### src/rtl/multi_flex_counter_pkg.sv
// Shared defaults and types for the multi-channel flex counter.
package multi_flex_counter_pkg;

   localparam int unsigned DefaultNumCntBits = 4;
   localparam int unsigned DefaultNumChannels = 2;

   typedef enum logic {
      CNT_DOWN = 1'b0,
      CNT_UP   = 1'b1
   } cnt_dir_t;

endpackage

### src/rtl/flex_counter_channel.sv
// One up/down rollover counter channel with clear, load, terminal flag and wrap pulse.
module flex_counter_channel
   import multi_flex_counter_pkg::*;
#(
   parameter int unsigned NUM_CNT_BITS = DefaultNumCntBits
) (
   input  logic                    clk_i,
   input  logic                    n_rst_i,
   input  logic                    clear_i,
   input  logic                    enable_i,
   input  logic                    count_up_i,
   input  logic                    load_i,
   input  logic [NUM_CNT_BITS-1:0] load_val_i,
   input  logic [NUM_CNT_BITS-1:0] rollover_val_i,
   output logic [NUM_CNT_BITS-1:0] count_o,
   output logic                    flag_o,
   output logic                    wrap_pulse_o,
   output logic                    wrap_event_o
);

   localparam logic [NUM_CNT_BITS-1:0] CntOne = {{(NUM_CNT_BITS-1){1'b0}}, 1'b1};

   logic [NUM_CNT_BITS-1:0] count_q, count_d;
   logic                    flag_q, flag_d;
   logic                    wrap_q, wrap_d;
   logic [NUM_CNT_BITS-1:0] term_val;
   logic                    wrap_event;
   cnt_dir_t                dir;

   assign dir      = cnt_dir_t'(count_up_i);
   assign term_val = (dir == CNT_UP) ? rollover_val_i : CntOne;

   always_comb begin
      count_d    = count_q;
      wrap_event = 1'b0;
      if (clear_i) begin
         count_d = '0;
      end else if (load_i) begin
         count_d = load_val_i;
      end else if (enable_i) begin
         if (dir == CNT_UP) begin
            // >= so that lowering R below the count still wraps next cycle
            if (count_q >= rollover_val_i) begin
               count_d    = CntOne;
               wrap_event = 1'b1;
            end else begin
               count_d = count_q + CntOne;
            end
         end else begin
            if (count_q <= CntOne) begin
               count_d    = rollover_val_i;
               wrap_event = 1'b1;
            end else begin
               count_d = count_q - CntOne;
            end
         end
      end
      flag_d = !clear_i && (count_d == term_val);
      wrap_d = wrap_event;
   end

   always_ff @(posedge clk_i or negedge n_rst_i) begin
      if (!n_rst_i) begin
         count_q <= '0;
         flag_q  <= 1'b0;
         wrap_q  <= 1'b0;
      end else begin
         count_q <= count_d;
         flag_q  <= flag_d;
         wrap_q  <= wrap_d;
      end
   end

   assign count_o      = count_q;
   assign flag_o       = flag_q;
   assign wrap_pulse_o = wrap_q;
   assign wrap_event_o = wrap_event;

endmodule

### src/rtl/multi_flex_counter.sv
// Bank of independent flex counters; MULTI_FLEX_COUNTER_CASCADE_EN chains them as a prescaler.
module multi_flex_counter
   import multi_flex_counter_pkg::*;
#(
   parameter int unsigned NUM_CNT_BITS = DefaultNumCntBits,
   parameter int unsigned NUM_CHANNELS = DefaultNumChannels
) (
   input  logic                                      clk_i,
   input  logic                                      n_rst_i,
   input  logic [NUM_CHANNELS-1:0]                   clear_i,
   input  logic [NUM_CHANNELS-1:0]                   count_enable_i,
   input  logic [NUM_CHANNELS-1:0]                   count_up_i,
   input  logic [NUM_CHANNELS-1:0]                   load_i,
   input  logic [NUM_CHANNELS-1:0][NUM_CNT_BITS-1:0] load_val_i,
   input  logic [NUM_CHANNELS-1:0][NUM_CNT_BITS-1:0] rollover_val_i,
   output logic [NUM_CHANNELS-1:0][NUM_CNT_BITS-1:0] count_out_o,
   output logic [NUM_CHANNELS-1:0]                   rollover_flag_o,
   output logic [NUM_CHANNELS-1:0]                   wrap_pulse_o
);

   for (genvar i = 0; i < NUM_CHANNELS; i++) begin : g_ch
      logic chan_en;
      logic chan_wrap;

`ifdef MULTI_FLEX_COUNTER_CASCADE_EN
      // Per-block nets keep the enable chain free of self-referencing vectors
      if (i == 0) begin : g_head
         assign chan_en = count_enable_i[i];
      end else begin : g_link
         assign chan_en = count_enable_i[i] & g_ch[i-1].chan_wrap;
      end
`else
      logic unused_wrap;
      assign chan_en     = count_enable_i[i];
      assign unused_wrap = chan_wrap;
`endif

      flex_counter_channel #(
         .NUM_CNT_BITS(NUM_CNT_BITS)
      ) u_channel (
         .clk_i         (clk_i),
         .n_rst_i       (n_rst_i),
         .clear_i       (clear_i[i]),
         .enable_i      (chan_en),
         .count_up_i    (count_up_i[i]),
         .load_i        (load_i[i]),
         .load_val_i    (load_val_i[i]),
         .rollover_val_i(rollover_val_i[i]),
         .count_o       (count_out_o[i]),
         .flag_o        (rollover_flag_o[i]),
         .wrap_pulse_o  (wrap_pulse_o[i]),
         .wrap_event_o  (chan_wrap)
      );
   end

endmodule

### config.mk
export PLATFORM = sky130hd
export DESIGN_NAME = multi_flex_counter
export DESIGN_NICKNAME = d
export VERILOG_FILES = /design/src/rtl/multi_flex_counter_pkg.sv /design/src/rtl/flex_counter_channel.sv /design/src/rtl/multi_flex_counter.sv
export SDC_FILE = /design/constraint.sdc
export NUM_CORES = 1
export LEC_CHECK = 0
export BUFFER_PORTS_ARGS = -buffer_cell sky130_fd_sc_hd__buf_2
export CORE_AREA = 2 2 84 62
export CTS_CLUSTER_SIZE = 28
export DETAILED_ROUTE_END_ITERATION = 8
export DIE_AREA = 0 0 86 64
export SYNTH_ARGS = -nofsm -noshare
export SYNTH_HDL_FRONTEND = slang
export SYNTH_HIERARCHICAL = 1
export SYNTH_SLANG_ARGS = --single-unit
### constraint.sdc
create_clock -name clk_i -period 6.27 [get_ports clk_i]
set_input_delay 0 -clock clk_i [delete_from_list [all_inputs] [get_ports clk_i]]
set_output_delay 0 -clock clk_i [all_outputs]
set_load 0.03 [all_outputs]
==> results of run 1 <==
how the worst min path moves through the flow:
stage | start | endpoint | slack, ps | depth (start not counted)
floorplan | n_rst_i | g_ch[0].u_channel/count_o[0] | -300 | 0
global placement | n_rst_i | g_ch[1].u_channel/wrap_pulse_o | -100 | 1
detailed placement | n_rst_i | g_ch[1].u_channel/wrap_pulse_o | -100 | 1
CTS | clear_i[0] | g_ch[0].u_channel/count_o[2] | 40 | 2
global route | clear_i[1] | g_ch[1].u_channel/count_o[2] | 50 | 2
finish | clear_i[1] | g_ch[1].u_channel/count_o[2] | 50 | 2
placed cells by master (no fill, tap or decap), types with 8 or more instances in the layout:
cell,instances
a21oi_1,18
ha_1,14
nand3_1,8
buf_2,37
nand2_1,18
inv_1,20
o21ai_0,8
nand2b_1,8
nor2_1,18
nor3_1,8
mux2i_1,8
dfrtp_1,12
registers in the layout (all words and copies together), names as in the netlist:
| register | flops |
|---|---|
| g_ch.u_channel/wrap_pulse_o | 2 |
| g_ch.u_channel/count_o | 8 |
| g_ch.u_channel/flag_o | 2 |
worst max-delay path, cell delays in order (launching register included):
cell and delay, ps:
dfrtp_1 570, inv_1 180, ha_1 310, nor3b_1 180
o21ai_1 210, a31o_1 290, a211o_1 280, a221oi_1 310
nor4_2 80
layer usage:
layer / wire [um] / vias to the layer above
met3: 450 / 2
met5: 0 / -
met1: 2650 / 885
met2: 1950 / 78
li1: - / 913
met4: 4 / 0
final cells by class:
type                    instances  area, sq um  area share
multi-input cells             184         1350       0.662
repair buffers                 38          195      0.0955
clock buffers                   3         41.3      0.0202
well taps                      57         71.3      0.0349
flip-flops and latches         12          300       0.147
inverters                      22         82.6      0.0404
cells by family after synthesis:
logic type / after synthesis / share of synthesized area
AO/OA/AOI/OAI: 78 / 0.346
adder cells (fa/ha/maj): 14 / 0.0968
buffers and inverters: 32 / 0.0858
flip-flops: 12 / 0.166
multiplexers: 10 / 0.0567
AND/OR/NAND/NOR: 82 / 0.249
power groups by stage:
stage	clock (mW)	sequential (mW)	combinational (mW)
CTS	0.0705	0.0961	0.152
finish	0.0673	0.0965	0.154
global route	0.0742	0.0979	0.170
global placement	0	0.0978	0.151
floorplan	0	0.103	0.104
detailed placement	0	0.0975	0.151
per-stage QoR:
step	utilization	power, mW	cell area, sq um	setup slack [ps]
6_report	0.440	0.317	2040	3730
4_1_cts	0.440	0.319	2040	3780
5_1_grt	0.440	0.342	2040	3550
3_5_place_dp	0.429	0.249	1990	3810
3_3_place_gp	0.429	0.249	1990	3910
2_1_floorplan	-	0.207	1810	3870
==> reports/summary.md, run 1 <==
At the pin with the least slew margin, the transition time is 471 ps. The worst register-to-register path begins at g_ch[0].u_channel/count_o[0]. In this run, the number of DRC markers left after iteration 0 of detailed routing was 217. Counting flops and latches in the post-synthesis netlist gives 12.

The logs give 8630 um for the first-pass GRT wire length and 12 for the number of clock sinks seen by CTS. Die extent in x: 86 um. The run gives 0.389 as the initial core utilization. The number of different library cells used by synthesis comes to 47. From synthesis to final layout, the design area changed by 13.0%. The logs give 1 for the hold buffer count at cts and 0 for the number of antenna violations at the first check in global routing. The run gives 0 as the number of pins with negative max-slew slack in the final report.

In this run the critical register-to-register path is captured at g_ch[0].u_channel/flag_o. After synthesis, the cell types taking the most area are dfrtp_1 (17%), ha_1 (9.7%), a21oi_1 (5.0%), mux2i_1 (4.4%), inv_1 (4.1%). In the final timing run, aggregate negative setup slack is 0 ps. The final critical-path share of the clock period works out to 0.406. The kind of start point of the critical path is a flip-flop. TritonCTS built the clock tree. In the synthesized netlist the dominant register cell turns out to be dfrtp_1. During placement, the flow inserted port buffers numbering 37. Power spread over the standard cell area amounts to 155 nW/um^2. The number of nets in the synthesized netlist is 268. The die covers 5500 sq um. The global-route usage over all layers came out at 0.191.

After detailed routing, the number of remaining DRC violations is 0. The worst-skew pair later-pin latency was 230 ps; the synthesized area per cell was 7.94 sq um. Derived from the worst setup path, the maximum achievable clock frequency is 393 MHz. Counting every instance in the synthesized netlist gives 228. The routed layout has 1878 vias. Across all register-to-register paths, the minimum setup slack is 3730 ps. The aggregate routed wire length was 5050 um. Post-CTS repair changed the size of 0 cells. The number of hold violations in the final report came out at 0. In this run the core area contains 21 standard-cell rows.

For the total net switching power, the log shows 0.131 mW. The vertical extent of the die was 64 um. No sink is reached through more buffers than the 2 on the longest clock path. Setup repair after global routing left no endpoint under its margin. Across the run, the number of max-cap violations was 0.

The pin count of the biggest net entering global routing was 23. Cell with the most instances after synthesis: inv_1. The logs give 301 for the net count reported at finish and 0.944 nW for the leakage power total. Clock slew seen by the registers of the worst setup and hold paths: 50 ps.

The run gives 0.253 as the global-route met2 utilization. The worst setup path is captured at a flip-flop. For this run the aggregate overflow at the end of global routing stands at 0. Internal power comes to 0.186 mW. First element of the critical path: g_ch[0].u_channel/count_o[0]. Across the VDD grid, the largest voltage drop is 0.0873 mV. The logs give 0 for the number of antenna cells inserted and 6 for the total number of yosys warnings. The setup path with the least slack is of type flip-flop to flip-flop. The share of cells above drive strength 1 was 0.255. The number of cells on the worst reg-to-reg path is 8. The H-tree depth reported by CTS was 1; the proportion of synthesized chip area in sequential cells was 0.166. The busiest metal layer after global routing was met1. The run finished with clean final reports. In the routed layout, each cell is associated on average with a via count of 5.94. After detailed placement, the design holds a cell count of 312. The tools report the combinational cell fraction of total power as 0.484. The tools report the CTS root buffer as clkbuf_8. The share of power burned in registers was 0.304; the top-level port count was 38. The run gives 0.684 as the max-slew headroom at the worst pin. In this run the worst path has a maximum fanout of 11.

Setup-violating endpoint count in the final report: 0. The cell area that synthesis handed to floorplanning was 1810 sq um. Clock skew on the completed layout was measured at 3.84 ps. The total CTS buffers was 3; the final critical-path required period was 2540 ps. Once the clock tree was built, the setup fixing pass inserted 0 buffers. The tools report the number of standard cells in the layout, taps in and fillers out as 316. For this run, the detailed router's first-pass iteration total came to 4. The number of global-route vias before repair was 1692; the critical path data required time was 6380 ps. After filler insertion, the fill cell instance count of the layout stands at 483.

The net switching share of the total power was 0.413. The total area inside the core boundary comes to 4650 sq um. Met1 track demand over resource: 0.315. The number of enable-type register cells in the synthesized netlist was 0. The fraction of registers with async set or reset after synthesis is 1.00. In this run the worst hold path is classified as input pin to flip-flop. Across all hold checks on the routed design, the worst slack comes to 54.3 ps.

By count the netlist is led by inv_1 (20), a21oi_1 (18), nand2_1 (18), nor2_1 (18), ha_1 (14). The count of nets left with antenna violations once routing finished came out at 0. The tools report the part of the power in the clock network as 0.212. The tools report the arrival time of the worst setup path as 2650 ps. Of all cell types, the one taking the most synthesized area is dfrtp_1.

After detailed routing, the average wire length per cell comes to 16.0 um. The congestion estimate from routability-driven global placement came to 0.911. The HPWL after detailed placement is 4000 um. In this run the worst setup path terminates at g_ch[0].u_channel/flag_o. The proportion of netlist area held by the largest area contributor was 0.166; the met3 layer usage reported by global route was 0.0465.
(Power assumes the default switching activity.)
==> run 2, diff against run 1 <==
==> constraint.sdc (replaced) <==
create_clock -name clk_i -period 2.2 [get_ports clk_i]
set_input_delay 0 -clock clk_i [delete_from_list [all_inputs] [get_ports clk_i]]
set_output_delay 0 -clock clk_i [all_outputs]
set_load 0.03 [all_outputs]
==> run 2 against run 1 <==
  * Die area unchanged
  * Worst hold slack got worse by 15 ps
  * Critical path depth unchanged
  * Design area increased by 11%
  * Total power increased to 3.3 times the previous value
  * Sequential power increased to 2.6 times the previous value
  * Clock power increased to 3.6 times the previous value
  * Wire length increased by 11%
  * Largest power group unchanged
  * Worst setup slack got worse by 3700 ps
==> reports/summary.md, run 2 (synthesized netlist as in run 1, its figures left out) <==
The flow ran to the end, and the final reports show no timing, DRC or antenna violations. For the core region area, the log shows 4650 sq um (unchanged). The number of flip-flops in the largest register is 8 (unchanged). The post-route clock skew is 3.56 ps (-0.283 ps), and the setup slack on the worst flop-to-flop path is 60 ps (-3660 ps).

The tools report the number of antenna cells inserted as 0 (unchanged). Maximum resistive drop on vdd: 0.210 mV (+140%). The DRC violations left was 0 (unchanged); the leftover overflow at the end of global routing was 0 (unchanged). The top-level port count was 38 (unchanged); the H-tree depth reported by CTS was 1 (unchanged). The run gives 0 ps (unchanged) as the total negative slack. The run gives 5580 um (+11%) as the aggregate routed wire length.

The setup-violating endpoint count in the final report came out at 0 (unchanged). The endpoint identified for the worst register-to-register timing path is g_ch[0].u_channel/flag_o. For the total die area, the log shows 5500 sq um (unchanged). Count of input and output buffers: 37 (unchanged).

The clock slew seen by the registers of the worst setup and hold paths is 50 ps (about the same). The slowest stage of the critical path belongs to the cell or4b_1. The run gives 2350 ps (-4030 ps) as the critical path data required time. For the area of the multi-input gates, the log shows 1400 sq um (+3.6%).

The worst setup path is of the flip-flop to flip-flop kind. The number of pins with negative max-slew slack in the final report was 0 (unchanged); the number of clock sinks seen by CTS was 12 (unchanged). For the final standard cell utilization of the core, the log shows 0.489 (+0.0492). The tightest min-delay check is of the input pin to flip-flop type. The vertical extent of the die was 64 um (unchanged); the pin slew with the least headroom to its limit was 335 ps (-136 ps). Maximum buffer depth of the clock tree: 2 (unchanged). The global-route usage over all layers was 0.211 (+0.0203).

The root buffer cell chosen for the clock tree is clkbuf_8. The logs give 0 (unchanged) for the max-capacitance violation count and 2290 ps (-360 ps) for the arrival time of the worst setup path. The row count was 21 (unchanged). The number of global-route vias before repair is 1820 (+7.6%), and the leakage power total is 1.06 nW (+12%). The worst-skew pair later-pin latency is 250 ps (+20 ps). The tightest hold margin is 39.5 ps (-14.8 ps).

The final critical-path required period is 2140 ps (-407 ps). The half-perimeter wire length after detailed placement was 4420 um (+10%); the depth of the most critical reg-to-reg path was 8 (unchanged). The area growth from synthesis to layout is 25.7%.

The total number of vias is 1993 (+6.1%), and the count of nets left with antenna violations after detail routing is 0 (unchanged). Number of antenna violations at the first check in global routing: 0 (unchanged). Counting stages on the worst path, the most repeated cell is buf_4. TritonCTS built the clock tree. Following the worst setup path forward leads to its endpoint at g_ch[0].u_channel/flag_o. The run gives 17 (-26%) as the pin count of the biggest net entering global routing.

The die extent in x works out to 86 um (unchanged). The run gives 1.01 (+11%) as the global placer's final weighted congestion. The first element of the critical path was g_ch[0].u_channel/count_o[2].

The top cell types in the final layout, fill and taps aside, are buf_2 (37), buf_4 (20), inv_1 (18), nand2_1 (18), nor2_1 (18). The number of hold violations in the final report came out at 0 (unchanged). The peak fanout along the critical path is 11 (unchanged). The library cell used most frequently in the layout, excluding fill and tap cells, is buf_2. Walking the worst path, the cells encountered are buf_4 > or4b_1 > a21oi_2 > a211oi_2 > buf_4 > o21ai_2 > a2bb2o_4 > nor4_2.

The power density over the cells came out at 462 nW/um^2 (+200%). In this run the critical register-to-register path is launched from g_ch[0].u_channel/count_o[2]. The number of vias per cell after detailed routing was 5.90 (-0.78%). The first-pass iteration count of the detailed router is 5 (+1), and the number of standard cells in the layout, taps in and fillers out is 338 (+7.0%). The max-slew headroom at the worst pin is 0.777 (+0.0931), and the violation count after the first detailed-route iteration is 234 (+7.8%). The final critical-path share of the clock period is 0.971 (+0.565), and the area used by sequential logic in the layout is 303 sq um (+0.83%). The count of filler cells inserted in the layout was 448 (-7.2%). The cell total after placement was 331 (+6.1%). The tools report the maximum operating frequency as 468 MHz (+19%).

The initial core utilization is 0.389 (unchanged), and the net count reported at finish is 322 (+7.0%). The share of cells above drive strength 1 is 0.359 (+0.105). The tools report the kind of end point of the critical path as a flip-flop.

The kind of start point of the critical path was a flip-flop. The total CTS buffers was 3 (unchanged); the routed wire length per instance was 16.5 um (+3.4%). The first-pass GRT wire length is 9250 um (+7.2%), and the maximum cell stage delay along the critical path is 530 ps (-40 ps). Setup repair after global routing left no endpoint under its margin.
==> run 2: how the worst min path moves through the flow <==
stage	start	to	slack, ps	cells past startpoint
6_report	clear_i[1]	g_ch[1].u_channel/wrap_pulse_o	40	2
5_1_grt	clear_i[1]	g_ch[1].u_channel/wrap_pulse_o	50	2
4_1_cts	clear_i[1]	g_ch[1].u_channel/wrap_pulse_o	30	2
3_5_place_dp	n_rst_i	g_ch[0].u_channel/wrap_pulse_o	-100	1
3_3_place_gp	n_rst_i	g_ch[1].u_channel/wrap_pulse_o	-100	1
2_1_floorplan	n_rst_i	g_ch[0].u_channel/count_o[0]	-300	0
==> run 2: layer usage <==
layer	vias to the layer above	global-route usage	routed length (um)
li1	965	-	-
met4	0	0.0357	48
met5	-	0	0
met2	110	0.276	2210
met1	911	0.334	2770
met3	7	0.0646	559
==> run 2: worst max-delay path: cells and delay by family (launching register included) <==
kind | cells | cell delay [ps]
flops | 1 | 390
compound gates | 4 | 540
simple gates | 2 | 770
buf+inv | 2 | 330
==> run 2: area by class of cell <==
| class | instances | share of cell area |
|---|---|---|
| Multi-Input combinational cell | 184 | 0.617 |
| Timing Repair Buffer | 59 | 0.157 |
| Sequential cell | 12 | 0.133 |
| Inverter | 22 | 0.0374 |
| Tap cell | 57 | 0.0314 |
| Clock buffer | 4 | 0.0242 |
==> run 2: metrics by stage <==
| stage | area [sq um] | worst slack, ps | power (mW) |
|---|---|---|---|
| 2_1_floorplan | 1820 | 24.2 | 0.593 |
| 3_3_place_gp | 2150 | -7.46 | 0.772 |
| 3_5_place_dp | 2150 | -53.4 | 0.771 |
| 4_1_cts | 2220 | 53.3 | 1.03 |
| 5_1_grt | 2270 | 0.921 | 1.13 |
| 6_report | 2270 | 64.0 | 1.05 |
==> run 2: power by group <==
group          internal, mW  switching [mW]  total, mW  leakage [nW]
Combinational         0.237           0.320      0.557         0.876
Sequential            0.237          0.0114      0.248         0.157
Clock                 0.158          0.0860      0.244        0.0288
==> run 2: what timing repair did <==
item                                   CTS  global route
setup endpoints to repair                2             4
pin swaps                                1            14
setup buffers                            0             2
endpoints found under the hold margin   12             0
hold buffers                             1             0
resized for setup                        2            10
==> run 3, diff against run 2 <==
--- a/config.mk
+++ b/config.mk
@@ -6,10 +6,10 @@
 export NUM_CORES = 1
 export LEC_CHECK = 0
 export BUFFER_PORTS_ARGS = -buffer_cell sky130_fd_sc_hd__buf_2
-export CORE_AREA = 2 2 84 62
+export CORE_AREA = 2 2 71 73
 export CTS_CLUSTER_SIZE = 28
 export DETAILED_ROUTE_END_ITERATION = 8
-export DIE_AREA = 0 0 86 64
+export DIE_AREA = 0 0 73 75
 export SYNTH_ARGS = -nofsm -noshare
 export SYNTH_HDL_FRONTEND = slang
 export SYNTH_HIERARCHICAL = 1
==> run 3 against run 2 <==
  * Total power fell by 4.6%
  * Wire length fell by 8.0%
  * Count of clock-buffer cells in the layout did not move
  * Clock power fell by 3%
  * Largest cell class unchanged
  * Largest power group unchanged
==> reports/summary.md, run 3 (synthesized netlist as in run 1, its figures left out) <==
The run finished with clean final reports. The run gives 2320 ps (-30 ps) as the critical path data required time. The worst register-to-register path begins at g_ch[0].u_channel/count_o[0].

The die extent in x works out to 73 um (-15%). The number of antenna violations at the first check in global routing was 0 (unchanged); the leftover overflow at the end of global routing was 0 (unchanged). For the number of clock sinks seen by CTS, the log shows 12 (unchanged). The core region area is 4660 sq um (+0.22%), and the arrival time of the worst setup path is 2220 ps (-70 ps). Vertical extent of the die: 75 um (+17%).

The maximum cell stage delay along the critical path is 410 ps (-120 ps), and the first-pass GRT wire length is 8300 um (-10%). The half-perimeter wire length after detailed placement was 3980 um (-9.9%). The worst setup path is of the flip-flop to flip-flop kind. The worst hold path stage count works out to 2 (unchanged). The number of antenna cells inserted was 0 (unchanged).

The logs give 23 (+6) for the pin count of the biggest net entering global routing and 5140 um (-8.0%) for the aggregate routed wire length. The logs give 2070 sq um (-3.7%) for the area after detailed placement and 0.890 (-12%) for the global placer's final weighted congestion. Leaving out fill and tap cells, the most frequent cell in the layout is buf_2. For the total number of vias, the log shows 1932 (-3.1%). For the setup slack on the worst flop-to-flop path, the log shows 100 ps (+30 ps).

In this run the critical register-to-register path is captured at g_ch[0].u_channel/flag_o. The net count reported at finish is 312 (-3.1%). The DRC violations left is 0 (unchanged), and the top-level port count is 38 (unchanged). The leakage power total came out at 1.01 nW (-4.5%). The worst-skew pair later-pin latency is 240 ps (about the same).

The clock slew seen by the registers of the worst setup and hold paths was 50 ps (about the same); the violation count after the first detailed-route iteration was 238 (+1.7%). The tools report the number of pins with negative max-slew slack in the final report as 0 (unchanged). Peak fanout along the critical path: 5 (-6). The number of vias per cell after detailed routing is 5.94 (+0.82%). The final critical-path required period is 2100 ps (-34.0 ps), and the routed wire length per instance is 15.8 um (-4.3%). The tools report the max-slew headroom at the worst pin as 0.737 (-0.0395). The worst hold endpoint is g_ch[0].u_channel/count_o[2].

The final critical-path share of the clock period was 0.955 (-0.0155). TritonCTS built the clock tree. The depth of the most critical reg-to-reg path was 8 (unchanged); the share of cells above drive strength 1 was 0.328 (-0.0310).

The post-route clock skew came out at 1.97 ps (-1.59 ps). The top cell family by delay on the critical path is compound AO/OA/AOI/OAI gates. For the number of standard cells in the layout, taps in and fillers out, the log shows 325 (-3.8%). The count of nets left with antenna violations after detail routing was 0 (unchanged); the power density over the cells was 457 nW/um^2 (-1.0%). The run gives 25 (+19%) as the row count. The total die area is 5480 sq um (-0.53%), and the synthesis-to-layout area growth is 21.1%.

The count of input and output buffers was 37 (unchanged). The tools report the kind of end point of the critical path as a flip-flop. The number of flip-flops in the largest register is 8 (unchanged). Leaving out fill and tap cells, the most frequent cells in the layout are buf_2 (37), inv_1 (19), a21oi_1 (18), nand2_1 (18), nor2_1 (18).

Maximum resistive drop on vdd: 0.402 mV (+91%). The setup-violating endpoint count in the final report was 0 (unchanged). The maximum operating frequency is 476 MHz (+1.6%), and the global-route usage over all layers is 0.190 (-0.0215). The H-tree depth reported by CTS was 1 (unchanged).

The worst hold path begins at clear_i[0]. The maximum buffer depth of the clock tree is 2 (unchanged), and the buffers plus inverters on the worst setup path is 1 (-1). The initial core utilization was 0.388 (-0.000836); the cell total after placement was 318 (-3.9%). The path class of the tightest hold or removal check is input pin to flip-flop. The total CTS buffers came out at 3 (unchanged).

The run gives 5 (unchanged) as the first-pass iteration count of the detailed router. On the critical path, the stage with the largest delay is an instance of dfrtp_2. The post-route cell area was 2190 sq um (-3.6%). Walking the worst path, the cells encountered are inv_2 > ha_1 > nor3b_2 > o21ai_2 > a31o_1 > a211o_1 > a221oi_2 > nor4_2. The run gives 1763 (-3.1%) as the number of global-route vias before repair. The run gives 0 (unchanged) as the number of hold violations in the final report.

The max-capacitance violation count came out at 0 (unchanged). The CTS root buffer is clkbuf_8. The worst setup path is launched from a flip-flop. The pin slew with the least headroom to its limit is 394 ps (+59.2 ps).
==> run 3: worst max path at each step <==
stage,from,end,cells past startpoint,slack (ps)
after floorplan,g_ch[0].u_channel/count_o[0],g_ch[0].u_channel/flag_o,8,20
after global placement,g_ch[0].u_channel/count_o[0],g_ch[0].u_channel/flag_o,8,20
after CTS,g_ch[0].u_channel/count_o[0],g_ch[0].u_channel/flag_o,8,20
final,g_ch[0].u_channel/count_o[0],g_ch[0].u_channel/flag_o,8,100
after global routing,g_ch[0].u_channel/count_o[0],g_ch[0].u_channel/flag_o,8,-20
after detailed placement,g_ch[0].u_channel/count_o[0],g_ch[0].u_channel/flag_o,8,-30
==> run 3: area by class of cell <==
| cell class | instances | area (sq um) |
|---|---|---|
| multi-input combinational | 184 | 1410 |
| clock buffer | 4 | 55.1 |
| sequential | 12 | 303 |
| tap | 54 | 67.6 |
| timing repair buffer | 49 | 278 |
| fill | 446 | 2470 |
| inverter | 22 | 82.6 |
==> run 3: timing repair <==
action | CTS | global route
hold buffers | 1 | 0
hold endpoints to repair | 12 | 0
gates resized for setup | 2 | 7
pin swaps | 1 | 3
endpoints found under the setup margin | 1 | 3
setup buffers | 0 | 2
==> run 3: per-stage QoR <==
| step | setup TNS, ps | setup slack [ps] | util | power [mW] | hold WS (ps) |
|---|---|---|---|---|---|
| 2_1_floorplan | 0 | 24.2 | - | 0.593 | -296 |
| 3_3_place_gp | 0 | 16.4 | 0.445 | 0.733 | -106 |
| 3_5_place_dp | -29.7 | -29.7 | 0.445 | 0.732 | -103 |
| 4_1_cts | 0 | 22.4 | 0.460 | 0.980 | 53.2 |
| 5_1_grt | -23.3 | -23.3 | 0.470 | 1.06 | 60.3 |
| 6_report | 0 | 98.0 | 0.470 | 1.00 | 65.3 |
==> run 3: power breakdown <==
part / internal [mW] / switching, mW
combinational: 0.213 / 0.304
sequential: 0.237 / 0.00974
clock: 0.158 / 0.0789
==> run 3: per-layer routing <==
layer | up-vias | global-route usage | wire length [um]
li1 | 934 | - | -
met1 | 883 | 0.286 | 2350
met2 | 109 | 0.292 | 2340
met3 | 6 | 0.0295 | 403
met4 | 0 | 0.0247 | 48
met5 | - | 0 | 0
